**src/rtl/uart_stream_decoder.sv**
```systemverilog
// rtl/uart_stream_decoder.sv - UART byte-stream command/escape decoder with pixel word packer
module uart_stream_decoder #(
  parameter logic [7:0] ESC_BYTE        = 8'hFE,
  parameter int         BYTES_PER_WORD  = 2,
  parameter int         BYTES_PER_FRAME = 786432,
  parameter int         CNT_W           = 26
) (
  input  logic                        iCLK,
  input  logic                        iRST_N,
  input  logic [7:0]                  iBYTE,
  input  logic                        iBYTE_VALID,
  output logic                        oBYTE_READY,
  output logic [8*BYTES_PER_WORD-1:0] oWORD,
  output logic                        oWORD_VALID,
  input  logic                        iWORD_READY,
  output logic [6:0]                  oNUM_IMAGES,
  output logic                        oTRIGGER,
  output logic                        oFRAME_DONE,
  output logic                        oBUSY,
  output logic                        oDONE,
  output logic                        oERROR,
  output logic [2:0]                  oERR_CODE
);

  localparam int               IDX_W     = (BYTES_PER_WORD > 1) ? $clog2(BYTES_PER_WORD) : 1;
  localparam logic [IDX_W-1:0] LAST_IDX  = IDX_W'(BYTES_PER_WORD - 1);
  localparam logic [CNT_W-1:0] FRAME_LEN = CNT_W'(BYTES_PER_FRAME);

  typedef enum logic [2:0] {IDLE, LOAD_START, LOAD_DATA, DONE, ERROR} state_t;

  state_t                      state, state_next;
  logic                        esc_flag;
  logic [IDX_W-1:0]            idx;
  logic [8*BYTES_PER_WORD-1:0] part, word_fill;
  logic [CNT_W-1:0]            frame_cnt, total_cnt, target, total_inc, frame_inc, images_ext;
  logic                        accept, plain, esc_open, esc_abort, esc_ack, esc_lit, esc_bad, cmd_load;
  logic                        start_load, pixel, discard, code_we;
  logic [2:0]                  code_next;

  // A byte is blocked only while the trigger cycle runs or the output word slot is still occupied.
  assign oBYTE_READY = (state != LOAD_START) && (!oWORD_VALID || iWORD_READY);
  assign oTRIGGER    = (state == LOAD_START);
  assign oBUSY       = (state == LOAD_START) || (state == LOAD_DATA);
  assign oDONE       = (state == DONE);
  assign oERROR      = (state == ERROR);

  always_comb begin
    accept     = iBYTE_VALID && oBYTE_READY;
    plain      = accept && !esc_flag && (iBYTE != ESC_BYTE);
    esc_open   = accept && !esc_flag && (iBYTE == ESC_BYTE);
    esc_abort  = accept && esc_flag && (iBYTE == 8'h00);
    esc_ack    = accept && esc_flag && (iBYTE == 8'h01);
    esc_lit    = accept && esc_flag && (iBYTE == ESC_BYTE);
    esc_bad    = accept && esc_flag && !esc_abort && !esc_ack && !esc_lit;
    cmd_load   = plain && (iBYTE[7:6] == 2'b10);
    total_inc  = total_cnt + CNT_W'(1);
    frame_inc  = frame_cnt + CNT_W'(1);
    images_ext = CNT_W'(iBYTE[5:0]) + CNT_W'(1);
    word_fill  = part;
    word_fill[{idx, 3'b000} +: 8] = iBYTE;
  end

  always_comb begin
    state_next = state;
    code_we    = 1'b0;
    code_next  = oERR_CODE;
    start_load = 1'b0;
    pixel      = 1'b0;
    discard    = 1'b0;
    case (state)
      IDLE, ERROR: begin
        if (cmd_load) begin
          start_load = 1'b1;
          code_we    = 1'b1;
          code_next  = 3'd0;
          state_next = LOAD_START;
        end else if (plain || esc_lit) begin
          code_we    = 1'b1;
          code_next  = 3'd1;
          state_next = ERROR;
        end else if (esc_abort) begin
          code_we    = 1'b1;
          code_next  = 3'd0;
          state_next = IDLE;
        end else if (esc_bad) begin
          code_we    = 1'b1;
          code_next  = 3'd2;
          state_next = ERROR;
        end
      end
      LOAD_START: state_next = LOAD_DATA;
      LOAD_DATA: begin
        if (plain || esc_lit) begin
          pixel = 1'b1;
          if (total_inc == target) state_next = DONE;
        end else if (esc_abort) begin
          discard    = 1'b1;
          code_we    = 1'b1;
          code_next  = 3'd0;
          state_next = IDLE;
        end else if (esc_ack || esc_bad) begin
          discard    = 1'b1;
          code_we    = 1'b1;
          code_next  = 3'd2;
          state_next = ERROR;
        end
      end
      DONE: begin
        if (esc_abort) begin
          code_we    = 1'b1;
          code_next  = 3'd0;
          state_next = IDLE;
        end else if (esc_ack) begin
          state_next = IDLE;
        end else if (plain || esc_lit || esc_bad) begin
          code_we    = 1'b1;
          code_next  = 3'd3;
          state_next = ERROR;
        end
      end
      default: state_next = IDLE;
    endcase
  end

  always_ff @(posedge iCLK or negedge iRST_N) begin
    if (!iRST_N) state <= IDLE;
    else         state <= state_next;
  end

  always_ff @(posedge iCLK or negedge iRST_N) begin
    if (!iRST_N) begin
      esc_flag    <= 1'b0;
      idx         <= '0;
      part        <= '0;
      frame_cnt   <= '0;
      total_cnt   <= '0;
      target      <= '0;
      oWORD       <= '0;
      oWORD_VALID <= 1'b0;
      oNUM_IMAGES <= '0;
      oFRAME_DONE <= 1'b0;
      oERR_CODE   <= '0;
    end else begin
      oFRAME_DONE <= 1'b0;
      if (esc_open)                 esc_flag <= 1'b1;
      else if (accept && esc_flag)  esc_flag <= 1'b0;
      if (code_we)                  oERR_CODE <= code_next;
      if (oWORD_VALID && iWORD_READY) oWORD_VALID <= 1'b0;
      if (start_load) begin
        oNUM_IMAGES <= 7'(iBYTE[5:0]) + 7'd1;
        target      <= images_ext * FRAME_LEN;
        frame_cnt   <= '0;
        total_cnt   <= '0;
        idx         <= '0;
      end
      if (discard) idx <= '0;
      if (pixel) begin
        total_cnt <= total_inc;
        if (frame_inc == FRAME_LEN) begin
          frame_cnt   <= '0;
          oFRAME_DONE <= 1'b1;
        end else begin
          frame_cnt <= frame_inc;
        end
        // Slot is guaranteed free here: byte acceptance already required it.
        if (idx == LAST_IDX) begin
          oWORD       <= word_fill;
          oWORD_VALID <= 1'b1;
          idx         <= '0;
        end else begin
          part <= word_fill;
          idx  <= idx + IDX_W'(1);
        end
      end
    end
  end

endmodule

```
**config.mk**
```make
export PLATFORM = sky130hd
export DESIGN_NAME = uart_stream_decoder
export DESIGN_NICKNAME = d
export VERILOG_FILES = /design/src/rtl/uart_stream_decoder.sv
export SDC_FILE = /design/constraint.sdc
export NUM_CORES = 1
export LEC_CHECK = 0
export ABC_AREA = 1
export CAP_MARGIN = 20
export CORE_ASPECT_RATIO = 1.5
export CORE_UTILIZATION = 35
export CTS_BUF_LIST = sky130_fd_sc_hd__clkbuf_4 sky130_fd_sc_hd__clkbuf_8
export CTS_CLUSTER_DIAMETER = 120
export DETAILED_ROUTE_END_ITERATION = 8
export GPL_ROUTABILITY_DRIVEN = 0
export GPL_TIMING_DRIVEN = 0
export PLACE_DENSITY = 0.48
export SLEW_MARGIN = 20
export SYNTH_ARGS = -nofsm -noshare
export SYNTH_HDL_FRONTEND = slang
export SYNTH_SLANG_ARGS = --single-unit
export TNS_END_PERCENT = 5
```
**constraint.sdc**
```tcl
create_clock -name iCLK -period 2.7 [get_ports iCLK]
set_input_delay 0.675 -clock iCLK [delete_from_list [all_inputs] [get_ports iCLK]]
set_output_delay 0.675 -clock iCLK [all_outputs]
set_load 0.005 [all_outputs]
```
==> flow_summary.toml, run 1 <==
[worst_setup_path]
reg2reg_depth = 11
crit_top_cell = "nand2_1"
start_kind = "primary input"
path_cells = "clkdlybuf4s50_1 > nand2_2 > nor3_4 > buf_4 > nand2_1 > o22ai_1 > ha_1 > nand2_1 > nand2_1 > nand2_1 > nand3_1 > o21ai_0 > nor2_1"
cpMaxStageDelayCell = "clkdlybuf4s50_1"
crit_arrival_ps = 2890
r2r_start = "frame_cnt[0]"
cp_max_fo = 4
worstSetupPathType = "primary input to flop"
crit_path_end_kind = "flop"
max_stage_delay_ps = 520
r2r_end = "frame_cnt[1]"
r2r_setup_slack_ps = 270
crit_required_ps = 2980

[finish]
final_nets = 883
final_cells = 1074
drive_above_1_share_pct = 11.6
diodes = 0
n_fill_cell = 1743
area_delta_synth_final_pct = 16.0
design_area_sq_um = 6990

[cts]
clock_latency_ps = 390
cts_root_buffer = "clkbuf_8"
cts-buffers-inserted = 9
cts.clk_slew.worst_paths_ps = 110
h-tree-depth = 3
clockBufferDepth = 2
clock_sinks = 99
ctsHoldBuffers = 0
tritoncts = "yes"

[synth]
synth_top_family_by_area = "simple AND/OR/NAND/NOR gates"
synth_top_cell_by_area = "dfrtp_1"
syn_inst = 803
synth_edf_count = 0
synth-simple-area-share_pct = 32.3
synthArstFlopShare_pct = 100
syn_area_sq_um = 6020
synthTopCellsByArea = "dfrtp_1 (41%), nand2_1 (14%), inv_1 (5.9%)"
ys_warn_count = 0
synth_cell_types = 42
synth_seq_area_share_pct = 41.1
ys.flop_type = "dfrtp_1"
yosys.area.top_type_share_pct = 41.1
synth_compound_area_share_pct = 9.70
synthXorXnorAreaFrac_pct = 4.67
ys_ff_latch = 99
syn-num-nets = 827
syn_avg_cell_area_sq_um = 7.50
synthAdderAreaFrac_pct = 2.49
synth_mux_area_share_pct = 1.68

[sta]
max_slew_margin_pct = 63.3
hold_viol_final = 0
finalSetupViolations = 0
rsz0062_at_grt = "true"
period_minus_slack_ps = 2610
period_share_pct = 96.6
tns_ps = 0
slew_violations = 0
tightestPinTransition_ps = 546
skew_ps = 11.5
hold-worst-slack_ps = 217
fmax_ghz = 0.383

[power]
power.leakage_nw = 3.15
power_mw = 3.48
ir_drop_mv = 0.258
power_density_nw_per_um2 = 498

[floorplan]
die_w_microns = 109
core_sq_um = 16800
dieHeight_microns = 163
die_area_sq_um = 17700
rows = 58
ios = 45
initial_core_util_pct = 35.8

[route]
viasPerCell = 5.00
firstDrtPassIters = 4
routed_wl_microns = 17000
wl_per_cell_microns = 15.8
drc_errors = 0
vias = 5371
drtAntennaViolNets = 0
drt_first_iter_violations = 258

[grt]
grt.total_usage_pct = 20.8
grt_overflow = 0
grt_max_degree = 55
antenna_found_initial = 0
grt_pass1_vias = 5580
grt_pass1_wl_microns = 28100

[place]
dp.cells = 1057
io_buffers = 43
hpwl_microns = 13000
dpl_cell_area_sq_um = 6750

[min_path]
hp-class = "primary input to async pin"

[job]
cap_violations = 0

[run_status]
status = "finished, final reports clean"
[cells by family (layout without fill, tap and decap cells)]
family | count (synthesis) | count (layout)
AND/OR/NAND/NOR | 436 | 436
XOR/XNOR | 29 | 29
adder cells (fa/ha/maj) | 12 | 12
buffers and inverters | 118 | 179
flip-flops | 99 | 99
multiplexers | 8 | 8
AO/OA/AOI/OAI | 100 | 100
other | 1 | 1
[synthesized netlist by cell type (all sizes together) (2+ instances only)]
master	instances
a21oi	6
buf	13
clkbuf	5
dfrtp	99
ha	12
inv	100
mux2	8
nand2	235
nand3	56
nand3b	9
nand4	15
nor2	102
nor3	13
nor3b	2
o21ai	59
o22ai	29
o31ai	2
or2	2
xnor2	2
xnor3	2
xor2	25
[per-stage QoR]
stage               setup WS, ps  util [%]
floorplan                    331         -
global placement           -3140      39.9
detailed placement          -832      40.1
CTS                         30.3      41.3
global route               -32.1      41.5
finish                      92.4      41.5
[worst max-delay path, delay by kind of cell]
kind	cells	cell delay (ps)
simple gates	8	760
buf+inv	2	660
compound gates	2	450
fa+ha+maj	1	340
[cell usage in the layout, fill, tap and decap left out, types with 2 or more instances in the layout]
master and n:
buf_6 3, buf_2 7, clkbuf_1 3, nand3_2 6, nor3_4 2, o31ai_1 2
o21ai_2 8, clkbuf_8 9, inv_8 2, buf_4 4, nor3_1 10, mux2_2 5
ha_1 10, xnor2_1 2, nand4_1 15, nand2_1 224, clkbuf_2 3, xor2_1 24
nor3b_1 2, dfrtp_1 99, xnor3_1 2, clkdlybuf4s50_1 39, nor2_2 10, a21oi_1 5
o21ai_0 50, mux2_4 3, o22ai_1 29, nand2_2 10, nand3b_1 9, nor2_1 86
clkinvlp_4 2, inv_1 92, nand3_1 50, nor2_4 6, dlygate4sd2_1 2, inv_2 7
[where the power goes]
group / switching [mW] / leakage [nW] / internal, mW / total (mW)
Combinational: 0.401 / 1.71 / 0.339 / 0.740
Clock: 0.607 / 0.0897 / 0.352 / 0.959
Sequential: 0.133 / 1.35 / 1.65 / 1.78
Total: 1.14 / 3.15 / 2.34 / 3.48
[worst max-delay path by stage]
stage          cells past startpoint    endpoint      from
5_1_grt                           17  target[25]  iBYTE[3]
6_report                          13  target[25]  iBYTE[3]
3_5_place_dp                      17  target[25]  iBYTE[0]
3_3_place_gp                       1     part[1]    iRST_N
2_1_floorplan                     16  target[25]  iBYTE[0]
4_1_cts                            7       oBUSY  state[1]
[what timing repair did]
item	in CTS	in global routing
gates resized for setup	12	13
buffers inserted	0	1
endpoints found under the setup margin	43	23
pin swaps	0	2
[layout make-up]
cell class	count	area (sq um)	area share, %
buffer	18	109	1.56
clock buffer	9	124	1.77
clock inverter	7	60.1	0.859
inverter	100	378	5.41
multi-input combinational	586	3120	44.6
sequential	99	2480	35.4
tap	210	263	3.76
timing repair buffer	45	459	6.57
[layer usage]
layer	wire, microns	global-route usage, %	vias up	share of wire, %
li1	-	-	2703	-
met1	7060	23.5	2567	41
met2	9210	38.3	75	54
met3	357	2.72	26	2.1
met4	402	8.91	0	2.4
met5	0	0	-	0
[sequential cells by signal (all words and copies together), names as in the netlist, 2 cells and up]
name and cells:
part 8, frame_cnt 26, state 3, oNUM_IMAGES 7, oWORD 16, oERR_CODE 2, target 7, total_cnt 26
Note: power is estimated with default switching activity, not from simulation.
==> inputs of run 2 (changes only) <==
Settings changed: CTS_CLUSTER_DIAMETER 120 to unset.
==> results of run 2 <==
No change in the layout: final DEF, timing and power equal those of run 1.
==> inputs of run 3 (changes only) <==
Settings changed: CELL_PAD_IN_SITES_DETAIL_PLACEMENT set to 2, CELL_PAD_IN_SITES_GLOBAL_PLACEMENT set to 2, PLACE_DENSITY 0.48 to 0.77.
==> flow_summary.toml, run 3 (synthesis gave the netlist of run 1 again) <==
[run_status]
status = "finished, final reports clean"

[worst_setup_path]
r2r_end = "state[1]"
reg2reg_depth = 16
r2r_start = "total_cnt[1]"
cp_max_fo = 4
start_kind = "flop"
r2r_setup_slack_ps = 220
crit_required_ps = 2030
crit_arrival_ps = 1960
worstSetupPathType = "flop to output port"
crit_path_end_kind = "output port"

[route]
drtAntennaViolNets = 0
viasPerCell = 5.23
routed_wl_microns = 20700
drt_first_iter_violations = 120
wl_per_cell_microns = 19.1
firstDrtPassIters = 4
drc_errors = 0
vias = 5663

[sta]
fmax_ghz = 0.380
hold-worst-slack_ps = 125
tns_ps = 0
max_slew_margin_pct = 64.9
skew_ps = 15.6
finalSetupViolations = 0
period_share_pct = 97.5
tightestPinTransition_ps = 527
slew_violations = 0
hold_viol_final = 0
period_minus_slack_ps = 2630

[power]
intPower_mw = 2.37
seqPwrFrac_pct = 49.5
netSwitchingPower_mw = 1.24
p_sw_share_pct = 34.3
power.leakage_nw = 3.21
ir_drop_mv = 0.296
clkPwrFrac_pct = 28.5
combPwrFrac_pct = 22.0
power_density_nw_per_um2 = 508
power_mw = 3.60

[finish]
final_nets = 892
design_area_sq_um = 7100
drive_above_1_share_pct = 13.4
top_regs = "frame_cnt: 26 flops, total_cnt: 26 flops, oWORD: 16 flops"
diodes = 0
area_delta_synth_final_pct = 17.9
final_common_cell = "nand2_1"
layout_common_cells = "nand2_1 (219), dfrtp_1 (98), inv_1 (91)"

[grt]
grt_max_degree = 76
grt.total_usage_pct = 24.5
antenna_found_initial = 0
grt_pass1_wl_microns = 33100
grt_pass1_vias = 6527
grt_overflow = 0

[place]
io_buffers = 43
hpwl_microns = 16000
dpl_cell_area_sq_um = 6750

[floorplan]
dieHeight_microns = 163
die_w_microns = 109
ios = 45
core_sq_um = 16800
initial_core_util_pct = 35.8
die_area_sq_um = 17700
rows = 58

[cts]
clockBufferDepth = 2
clock_latency_ps = 400
ctsHoldBuffers = 0
h-tree-depth = 3
cts_root_buffer = "clkbuf_8"
clock_sinks = 99
cts.clk_slew.worst_paths_ps = 120
tritoncts = "yes"
cts-buffers-inserted = 9

[min_path]
hp-class = "primary input to async pin"

[job]
cap_violations = 0
## run 3: changes by cell type in the layout (fill, tap and decap cells not counted), moves of 2 or more
cell      delta
buf_4       +10
clkinv_8     +2
nand2_1      -5
nand2_2      +5
## run 3: critical path, cell delays in order (launching register included)
cell	delay (ps)
dfrtp_1	410
inv_1	90
nor2_2	160
inv_1	100
nor2_4	120
inv_1	100
nand2_1	70
clkdlybuf4s50_1	510
## run 3: worst max-delay path by stage
stage             start       endpoint  slack (ps)  cells past startpoint
4_1_cts        state[1]          oBUSY         -20                      7
5_1_grt        iBYTE[5]  frame_cnt[17]         -60                     13
6_report       state[1]          oBUSY          70                      7
3_5_place_dp   iBYTE[0]     target[25]        -950                     17
3_3_place_gp     iRST_N       oWORD[9]       -3050                      1
2_1_floorplan  iBYTE[0]     target[25]         330                     16
## run 3: power groups by stage
| stage | sequential, mW | clock (mW) | combinational (mW) |
|---|---|---|---|
| finish | 1.79 | 1.03 | 0.792 |
| CTS | 1.79 | 1.05 | 0.784 |
| floorplan | 1.77 | 0 | 0.433 |
| global placement | 1.80 | 0 | 0.717 |
| global route | 1.81 | 1.09 | 0.886 |
| detailed placement | 1.81 | 0 | 0.770 |
## run 3: per-stage QoR
step	cells	worst slack, ps	util (%)
6_report	1083	68.3	42.2
5_1_grt	1083	-55.5	42.2
4_1_cts	1075	-24.5	41.5
3_5_place_dp	1057	-954	40.1
3_3_place_gp	1056	-3050	39.9
2_1_floorplan	803	331	-
## run 3: timing repair
item,4_1_cts,5_1_grt
pin swaps,0,2
setup endpoints to repair,87,9
setup buffers,2,8
resized for setup,18,13
gates cloned,0,0
## run 3: area by class of cell
type,instances,area (sq um)
Multi-Input combinational cell,586,3130
Timing Repair Buffer,54,532
Buffer,18,113
Inverter,100,382
Tap cell,210,263
Sequential cell,99,2480
Clock inverter,7,78.8
Fill cell,1974,9730
Clock buffer,9,124
## run 3: routing by layer
| layer | vias up | global-route usage (%) | routed length, microns | share of wire (%) |
|---|---|---|---|---|
| met3 | 38 | 2.88 | 505 | 2.4 |
| met5 | - | 0 | 0 | 0 |
| met4 | 0 | 11.6 | 655 | 3.2 |
| met2 | 79 | 46.7 | 11500 | 55 |
| li1 | 2707 | - | - | - |
| met1 | 2839 | 26.1 | 8080 | 39 |
